### src/rtl/arith_pkg.sv
// rtl/arith_pkg.sv - shared arithmetic-library types and default widths.
package arith_pkg;

   localparam int ARITH_W = 8;

   typedef enum logic [1:0] {
      IDLE = 2'd0,
      RUN  = 2'd1,
      DONE = 2'd2
   } sa_state_t;

endpackage

### src/rtl/serial_adder_if.sv
// rtl/serial_adder_if.sv - operand/result handshake bundle for serial_adder.
interface serial_adder_if import arith_pkg::*; #(
   parameter int WIDTH = ARITH_W
) ();

   logic             start;
   logic [WIDTH-1:0] a;
   logic [WIDTH-1:0] b;
   logic             cin;
   logic             ready;
   logic             busy;
   logic             done;
   logic [WIDTH-1:0] sum;
   logic             cout;
   logic             ovf;

   modport master (
      output start, a, b, cin,
      input  ready, busy, done, sum, cout, ovf
   );

   modport slave (
      input  start, a, b, cin,
      output ready, busy, done, sum, cout, ovf
   );

endinterface

### src/rtl/full_adder.sv
// rtl/full_adder.sv - one-bit combinational full-adder cell.
module full_adder (
   input  logic a,
   input  logic b,
   input  logic cin,
   output logic s,
   output logic cout
);

   assign s    = a ^ b ^ cin;
   assign cout = (a & b) | (a & cin) | (b & cin);

endmodule

### src/rtl/serial_adder.sv
// rtl/serial_adder.sv - bit-serial LSB-first adder: one full-adder cell plus carry FF.
module serial_adder import arith_pkg::*; #(
   parameter int WIDTH = ARITH_W
) (
   input  logic          clk,
   input  logic          rst,
   serial_adder_if.slave bus
);

   localparam int CW = $clog2(WIDTH);

   sa_state_t        r_state;
   sa_state_t        w_next;
   logic [WIDTH-1:0] r_a;
   logic [WIDTH-1:0] r_b;
   logic [WIDTH-1:0] r_sum_sh;
   logic [WIDTH-1:0] r_sum;
   logic [CW-1:0]    r_cnt;
   logic             r_carry;
   logic             r_cout;
   logic             r_ovf;
   logic             w_s;
   logic             w_c;
   logic             w_last;
   logic             w_accept;
   logic [WIDTH-1:0] w_sum_next;

   full_adder u_fa (
      .a    (r_a[0]),
      .b    (r_b[0]),
      .cin  (r_carry),
      .s    (w_s),
      .cout (w_c)
   );

   assign w_last     = (r_cnt == CW'(WIDTH - 1));
   assign w_accept   = (r_state == IDLE) && bus.start;
   assign w_sum_next = {w_s, r_sum_sh[WIDTH-1:1]};

   always_comb begin
      w_next = r_state;
      case (r_state)
         IDLE:    if (bus.start) w_next = RUN;
         RUN:     if (w_last)    w_next = DONE;
         DONE:    w_next = IDLE;
         default: w_next = IDLE;
      endcase
   end

   always_ff @(posedge clk or posedge rst) begin
      if (rst) r_state <= IDLE;
      else     r_state <= w_next;
   end

   // Result registers only change on the final bit, so RUN never disturbs them.
   always_ff @(posedge clk or posedge rst) begin
      if (rst) begin
         r_a      <= '0;
         r_b      <= '0;
         r_sum_sh <= '0;
         r_sum    <= '0;
         r_cnt    <= '0;
         r_carry  <= 1'b0;
         r_cout   <= 1'b0;
         r_ovf    <= 1'b0;
      end else if (w_accept) begin
         r_a     <= bus.a;
         r_b     <= bus.b;
         r_carry <= bus.cin;
         r_cnt   <= '0;
      end else if (r_state == RUN) begin
         r_a      <= r_a >> 1;
         r_b      <= r_b >> 1;
         r_sum_sh <= w_sum_next;
         r_carry  <= w_c;
         r_cnt    <= r_cnt + CW'(1);
         if (w_last) begin
            r_sum  <= w_sum_next;
            r_cout <= w_c;
            r_ovf  <= r_carry ^ w_c;
         end
      end
   end

   assign bus.ready = (r_state == IDLE);
   assign bus.busy  = (r_state == RUN);
   assign bus.done  = (r_state == DONE);
   assign bus.sum   = r_sum;
   assign bus.cout  = r_cout;
   assign bus.ovf   = r_ovf;

endmodule

### src/flat_wrapper.sv
// flat-port wrapper written by rule: the top's interface ports become plain ports
module serial_adder_flat import arith_pkg::*;
#(
   parameter int WIDTH = ARITH_W
)
  (clk, rst, bus_start, bus_a, bus_b, bus_cin, bus_ready, bus_busy, bus_done, bus_sum, bus_cout, bus_ovf);
  serial_adder_if #(.WIDTH(WIDTH)) bus_i ();
  input  logic clk;
  input  logic rst;
  input wire logic [$bits(bus_i.start)-1:0] bus_start;
  input wire logic [$bits(bus_i.a)-1:0] bus_a;
  input wire logic [$bits(bus_i.b)-1:0] bus_b;
  input wire logic [$bits(bus_i.cin)-1:0] bus_cin;
  output wire logic [$bits(bus_i.ready)-1:0] bus_ready;
  output wire logic [$bits(bus_i.busy)-1:0] bus_busy;
  output wire logic [$bits(bus_i.done)-1:0] bus_done;
  output wire logic [$bits(bus_i.sum)-1:0] bus_sum;
  output wire logic [$bits(bus_i.cout)-1:0] bus_cout;
  output wire logic [$bits(bus_i.ovf)-1:0] bus_ovf;
  assign bus_i.start = bus_start;
  assign bus_i.a = bus_a;
  assign bus_i.b = bus_b;
  assign bus_i.cin = bus_cin;
  assign bus_ready = bus_i.ready;
  assign bus_busy = bus_i.busy;
  assign bus_done = bus_i.done;
  assign bus_sum = bus_i.sum;
  assign bus_cout = bus_i.cout;
  assign bus_ovf = bus_i.ovf;
  serial_adder #(.WIDTH(WIDTH)) u_core (.clk(clk), .rst(rst), .bus(bus_i));
endmodule
### config.mk
export PLATFORM = sky130hd
export DESIGN_NAME = serial_adder_flat
export DESIGN_NICKNAME = d
export VERILOG_FILES = /design/src/rtl/arith_pkg.sv /design/src/rtl/serial_adder_if.sv /design/src/rtl/full_adder.sv /design/src/rtl/serial_adder.sv /design/src/flat_wrapper.sv
export SDC_FILE = /design/constraint.sdc
export NUM_CORES = 1
export LEC_CHECK = 0
export ABC_AREA = 1
export CORE_UTILIZATION = 30
export CTS_BUF_LIST = sky130_fd_sc_hd__clkbuf_16
export DETAILED_ROUTE_END_ITERATION = 12
export PLACE_DENSITY = 0.6
export SYNTH_ARGS = -nofsm -noshare
export SYNTH_HDL_FRONTEND = slang
export SYNTH_SLANG_ARGS = --single-unit
### constraint.sdc
create_clock -name clk -period 1.1 [get_ports clk]
set_input_delay 0.275 -clock clk [delete_from_list [all_inputs] [get_ports clk]]
set_output_delay 0.275 -clock clk [all_outputs]
set_load 0.005 [all_outputs]
[After elaboration in Yosys (flattened, before gate mapping)]
Index checks and enable logic that the tools add are counted.
Storage, ports and cells
  register bits after elaboration: 40
  output and inout port bits: 13
  input port bits: 20
  memories kept: 0
  latch bits: 0
  memory bits (read-only): 0
  RAM bits: 0
  word-level logic and storage cells: 41
Cells by class
  bitwise operators: 9
  muxes and demuxes: 11
  reduce and logical (&&, ||, !) cells: 6
  add/sub/neg operators: 1
  eq/ne operators: 5
  $mul: 0
  shift-type cells: 0
  $lt $le $gt $ge: 0
  divide/modulo/power cells: 0
Operator list (count)
  $mux W8: 4
  $mux W3: 2
  $mux W2: 2
  $pmux W2 S2: 1
  $reduce_and A2 Y1: 2
  $add A3 B1 Y3 const B: 1
  $and A1 B1 Y1: 3
  $eq A3 B3 Y1 const B: 1
  $reduce_and A3 Y1: 1
  $xor A1 B1 Y1: 3
  $eq A2 B1 Y1 const B: 1
  $eq A2 B2 Y1 const B: 1
  $logic_not A2 Y1: 1
  $mux W1: 2
  $ne A2 B1 Y1 const B: 1
  $ne A2 B2 Y1 const B: 1
  $or A1 B1 Y1: 2
  $reduce_bool A2 Y1: 1
  $logic_and A1 B1 Y1: 1
  $not A1 Y1: 1

[Logic depth before layout (Yosys ltp)]
Gate-level depths: netlist of the first run.
  depth in word-level cells: 5
  depth in mapped cells: 7
  depth with buffers taken out: 6

[Hierarchy]
Synthesis of the first run repeated with hierarchy kept, for this count alone.
Unflattened totals
  cells, all modules: 191
  area, all modules: 1661.6 um^2
By module, submodules not included
  serial_adder: cells an instance 190, area each 1641.6 um^2, sequential area each 975.9 um^2, instances 1
  full_adder: cells an instance 1, area each 20.0 um^2, sequential area each 0.0 um^2, instances 1

[Least setup slack after synthesis of the first run]
No wires, ideal clock.
  kind: register to register
  start point: register u_core.r_cnt[0]
  end point: register u_core.r_cout, in the netlist u_core.bus.cout
  slack: -0.123 ns
  required time: 0.983 ns
  period minus slack after synthesis: 1.223 ns
  cell stages (with the launch flop): 8
  path buffers: 1
  data arrival time: 1.106 ns
  setup time: 0.117 ns
  path through: dfrtp_1 ha_1 ha_1 inv_1 nor2_2 buf_4 nand2_1 nand2_1
Between the ends
  cells in the longest elaborated chain, start to end: 2
RTL lines
  from (decl): RTL line serial_adder.sv:18  | logic [CW-1:0] r_cnt;
  from (signal assigned): RTL line serial_adder.sv:76  | r_cnt <= r_cnt + CW'(1);
  $eq A3 B3 Y1: RTL line serial_adder.sv:36  | assign w_last = (r_cnt == CW'(WIDTH - 1));
  $reduce_and A3 Y1 (no source line)
  to (signal assigned): RTL line serial_adder.sv:79  | r_cout <= w_c;
  to (decl): RTL line serial_adder.sv:20  | logic r_cout;
No other way between the ends.
A chain may end at the register's enable or synchronous reset.

[Final worst setup path of the first run]
  start point: register u_core.r_state[0]
  end point: output port bus_ready
Between the ends
  cells in the longest elaborated chain, start to end: 1
RTL lines
  from (decl): RTL line serial_adder.sv:12  | sa_state_t r_state;
  from (signal assigned): RTL line serial_adder.sv:52  | else r_state <= w_next;
  $logic_not A2 Y1: RTL line serial_adder.sv:85  | assign bus.ready = (r_state == IDLE);
  to (decl): RTL line flat_wrapper.sv:14  | output wire logic [$bits(bus_i.ready)-1:0] bus_ready;
No other way between the ends.

==> flow_metrics.tcl, run 1 <==
set metrics [dict create \
    yosysTopAreaCell "dfrtp_1" \
    cts_hold_buffers 0 \
    grt_overflow 0 \
    yosysWarnings 0 \
    start_kind "flop" \
    viasPerCell 4.38 \
    syn_inst 192 \
    outcome "finished, violations left" \
    first_pass_iters 4 \
    wire_per_inst_um 11.7 \
    antenna_found_initial 0 \
    die_h_um 76.5 \
    worst-setup-path-type "flop to primary output" \
    drc 0 \
    clk_path_buf_depth 2 \
    clk_latency_ns 0.28 \
    yosys_most_used_dff "dfrtp_1" \
    period_minus_slack_ns 1.33 \
    dieArea_um2 5850 \
    clk_root_buffer_cell "clkbuf_16" \
    layout-drive-gt1-share_pct 39.3 \
    worstMarginPinSlew_ns 0.227 \
    synth_edf_count 0 \
    worst_hold_path_type "input pin to asynchronous set/reset pin" \
    port_buffers 32 \
    setup_tns_ns -4.80 \
    finalMaxSlewViolations 0 \
    grt_first_pass_wirelength_um 6720 \
    max_freq_mhz 753 \
    postSynthNetCount 215 \
    dieWidth_um 76.5 \
    grt.total_usage_pct 14.5 \
    coreArea_um2 5240 \
    synth_seq_cells 39 \
    cts.reportedPaths.clkPinSlew_ns 0.06 \
    multi_input_area_um2 821 \
    netlist_top_cells_area "dfrtp_1, nand2_1, nand3_1, buf_2, ha_1" \
    endpoint_kind "primary output" \
    synth_area_um2 1670 \
    ys_seq_area_share_pct 58.6 \
    post-dp-hpwl_um 2320 \
    synth_top_area_share_pct 58.6 \
    postLayoutCellArea_um2 2640 \
    synthArstFlopShare_pct 100 \
    cp_slowest_cell "dfrtp_2" \
    critical_path.cell_chain "buf_6, nor2_4, buf_2" \
    final_cells 327 \
    grt_pass1_vias 1457 \
    synth_cell_types 16 \
    grt_max_degree 40 \
    rsz0062_at_grt "true" \
    totalPowerFinal_mw 6.74 \
    place_inst 300 \
    hold_viol 0 \
    route.vias.total 1433 \
    diodes 0 \
    post_dp_cell_area_um2 2170 \
    htree_levels 2 \
    gp_congestion 0.718 \
    leakagePower_nw 1.40 \
    drt-total-wl_um 3840 \
    start_util_pct 31.8 \
    skew_ns 0.00660 \
    cp.required_ns 0.82 \
    power.density_nw_per_um2 2550 \
    nets 280 \
    crit_arrival_ns 1.05 \
    violations "negative setup slack" \
    post-route-period-util_pct 121 \
    cts_sinks 39 \
    setup_viol 35 \
    area_growth_pct 58.6 \
    layout_setup_ws_ns -0.228 \
    antenna_left 0 \
    crit_fanout 3 \
    post-route-util_pct 50.4 \
    row_count 26 \
    fillers 514 \
    cts_tree "done" \
    max_cap_violations 0 \
    cts_buffers 5 \
    ir_worst_vdd_uv 1110 \
    worst_slew_margin_rel_pct 84.8 \
    syn_area_per_cell_um2 8.67 \
    register_area_um2 977 \
    slowest_delay_ns 0.42 \
    drtIter0Drc 68 \
    io_pins 33 \
]
==> placed cells by master (no fill, tap or decap), types with 5 or more instances in the layout <==
cell type and count:
nand3_1 27, buf_6 10, clkdlybuf4s50_1 19, buf_4 22, dfrtp_1 38, nand2_4 10, nand2_1 66, nand2_2 21
nand3_2 5, clkbuf_16 5, buf_2 11
==> through the flow <==
stage | hold slack (ns) | setup WS [ns]
after floorplan | 0.247 | -0.0300
after global placement | 0.455 | -0.314
after detailed placement | 0.460 | -0.321
after CTS | 0.403 | -0.234
after global routing | 0.414 | -0.273
final | 0.385 | -0.228
==> cell type report <==
class	count	share of cell area, %
multi-input combinational	140	31.1
inverter	5	1.04
clock buffer	5	4.74
timing repair buffer	66	22.5
clock inverter	2	0.332
tap	70	3.32
sequential	39	37.0
==> layer usage <==
metal / wire length [µm] / global-route usage, %
met2: 1860 / 23.8
met4: 39 / 4.62
met3: 159 / 3.47
met1: 1770 / 18.8
met5: 0 / 0
==> cell families (layout without fill, tap and decap cells) <==
family                   Yosys count  after routing  synth area share (%)
AO/OA/AOI/OAI                      3              3                 0.901
XOR/XNOR                           1              1                 0.526
adder cells (fa/ha/maj)            3              3                  2.70
buffers and inverters             14             78                  4.51
flip-flops                        39             39                  58.6
AND/OR/NAND/NOR                  132            133                  32.8
==> cells in the mapped netlist (2+ instances only) <==
cell type and n:
dfrtp_1 39, buf_4 2, nand3_1 32, nor2_2 2
buf_2 6, nand2_1 95, ha_1 2, inv_1 4
nand2_2 2, o21ai_0 2
==> worst paths after layout <==
check / cells after the start / start / slack, ns / to
setup / recovery: 3 / u_core.r_state[0] / -0.23 / bus_ready
hold reg to reg: 2 / u_core.bus.cout / 0.48 / u_core.bus.cout
max in group asynchronous: 3 / rst / 0.51 / u_core.r_a[1]
hold / removal: 3 / rst / 0.38 / u_core.bus.sum[1]
min in group clk: 2 / u_core.bus.cout / 0.48 / u_core.bus.cout
setup reg to reg: 6 / u_core.r_state[0] / -0.18 / u_core.r_cnt[0]
==> report_power, final <==
group          switching (mW)  internal, mW  total [mW]
clock network           0.519         0.814        1.33
registers               0.425          2.03        2.45
logic                    1.47          1.49        2.96
==> sequential cells by signal, summed over array words and instances (netlist names) <==
name	cells
u_core.bus.sum	8
u_core.r_a	8
u_core.r_b	8
u_core.r_sum_sh	7
u_core.r_cnt	3
u_core.r_state	2
u_core.bus.cout	1
u_core.bus.ovf	1
u_core.r_carry	1
==> critical path, delay by kind of cell, from the launching register on <==
family | cells | cell delay (ns)
flip-flops | 1 | 0.42
AND/OR/NAND/NOR | 1 | 0.10
buffers and inverters | 2 | 0.25
==> repair_timing <==
item,CTS,global route
setup endpoints to repair,52,42
buffers inserted,14,4
gates cloned,2,0
pin swaps,9,10
gates resized for setup,82,34
Power figures use the tool's default switching activity.
==> run 2, diff against run 1 <==
GPL_TIMING_DRIVEN = 0   (was not set)
==> flow_metrics.tcl, run 2 (synthesis results as in run 1) <==
set metrics [dict create \
    outcome "finished, violations left" \
    violations "negative setup slack" \
    coreArea_um2 5240 \
    diodes 0 \
    drt-total-wl_um 4350 \
    first_pass_iters 4 \
    holdCritStartpoint "bus_start" \
    nets 275 \
    antenna_left 0 \
    cts.reportedPaths.clkPinSlew_ns 0.06 \
    layout-drive-gt1-share_pct 46.4 \
    pre_cts_ws_ns -0.634 \
    post-route-period-util_pct 129 \
    critPathLaunch "u_core.r_state[0]" \
    start_util_pct 31.8 \
    cts_tree "done" \
    setup_viol 36 \
    viasPerCell 4.66 \
    antenna_found_initial 0 \
    start_kind "flop" \
    clk_path_buf_depth 2 \
    dieWidth_um 76.5 \
    crit_arrival_ns 1.15 \
    critPathMostFrequentCell "buf_6" \
    port_buffers 31 \
    reg2reg_from "u_core.r_state[0]" \
    cts_sinks 39 \
    whs_ns 0.399 \
    row_count 26 \
    cp_slowest_cell "dfrtp_2" \
    cp.required_ns 0.82 \
    totalPowerFinal_mw 7.18 \
    clk_latency_ns 0.28 \
    finalMaxSlewViolations 0 \
    route.vias.total 1500 \
    layout_setup_ws_ns -0.322 \
    fillers 489 \
    area_growth_pct 61.9 \
    dieArea_um2 5850 \
    drtIter0Drc 65 \
    grt_first_pass_wirelength_um 7180 \
    post-dp-hpwl_um 2340 \
    max_cap_violations 0 \
    htree_levels 2 \
    gp_congestion 0.750 \
    slowest_delay_ns 0.43 \
    worst_slew_margin_rel_pct 70.2 \
    critical_path.cell_chain "buf_6, nor2_4, buf_6, buf_6" \
    power.density_nw_per_um2 2660 \
    grt_overflow 0 \
    worstMarginPinSlew_ns 0.447 \
    worst-setup-path-type "flop to primary output" \
    final_cell_mix "nand2_1, dfrtp_1, nand2_2, nand3_1, clkdlybuf4s50_1" \
    rsz0062_at_grt "true" \
    ir_worst_vdd_uv 1160 \
    worstRegToRegCells 7 \
    skew_ns 0.00436 \
    wire_per_inst_um 13.5 \
    endpoint_kind "primary output" \
    max_freq_mhz 703 \
    leakagePower_nw 1.44 \
    io_pins 33 \
    cts_buffers 5 \
    grt_max_degree 40 \
    cts_hold_buffers 0 \
    final_cells 322 \
    period_minus_slack_ns 1.42 \
    clk_root_buffer_cell "clkbuf_16" \
    drc 0 \
    die_h_um 76.5 \
    place_inst 293 \
    grt_pass1_vias 1530 \
    crit_fanout 3 \
    final_common_cell "nand2_1" \
    worst_hold_path_type "input pin to flop" \
    hold_viol 0 \
    whs_path_depth 3 \
    grt.total_usage_pct 15.9 \
]
## run 2: per-layer routing
| metal | wire, µm | vias up | track usage (%) |
|---|---|---|---|
| li1 | - | 726 | - |
| met1 | 1890 | 725 | 19.0 |
| met2 | 2160 | 44 | 25.9 |
| met3 | 259 | 5 | 6.11 |
| met4 | 47 | 0 | 6.15 |
| met5 | 0 | - | 0 |
## run 2: cell type report
class | count | area, µm² | share of cell area (%)
Tap cell | 70 | 87.6 | 3.25
Multi-Input combinational cell | 139 | 887 | 32.9
Buffer | 6 | 58.8 | 2.18
Timing Repair inverter | 1 | 7.51 | 0.278
Clock inverter | 2 | 8.76 | 0.325
Sequential cell | 39 | 978 | 36.3
Clock buffer | 5 | 125 | 4.64
Inverter | 5 | 27.5 | 1.02
Timing Repair Buffer | 55 | 515 | 19.1
## run 2: worst max-delay path, delay by kind of cell (launching register included)
family / cells / cell delay (ns)
simple gates: 1 / 0.11
flops: 1 / 0.43
buf+inv: 3 / 0.33
## run 2: timing repair
| action | in CTS | in global routing |
|---|---|---|
| resized for setup | 104 | 52 |
| buffers inserted | 20 | 1 |
| pin swaps | 9 | 4 |
| cloned | 3 | 2 |
| endpoints found under the setup margin | 49 | 81 |
## run 2: worst paths after layout
kind                                     end  slack, ns
setup / recovery                   bus_ready      -0.32
hold / removal                 u_core.r_a[3]       0.40
setup reg to reg             u_core.r_cnt[2]      -0.19
hold reg to reg            u_core.bus.sum[2]       0.47
max in group asynchronous     u_core.r_carry       0.32
min in group asynchronous  u_core.bus.sum[0]       0.47
## run 2: per-stage QoR
step / setup TNS [ns] / cell area, µm² / utilization [%]
after floorplan: -0.100 / 1700 / -
after global placement: -12.41 / 2100 / 40.0
after detailed placement: -13.16 / 2100 / 40.0
after CTS: -7.44 / 2500 / 47.7
after global routing: -7.05 / 2700 / 51.5
final: -4.90 / 2700 / 51.5
## run 2: report_power, final
part	internal, mW	switching (mW)	leakage, nW
combinational	1.69	1.61	0.877
sequential	2.03	0.500	0.499
clock	0.814	0.533	0.0671
total	4.54	2.64	1.44
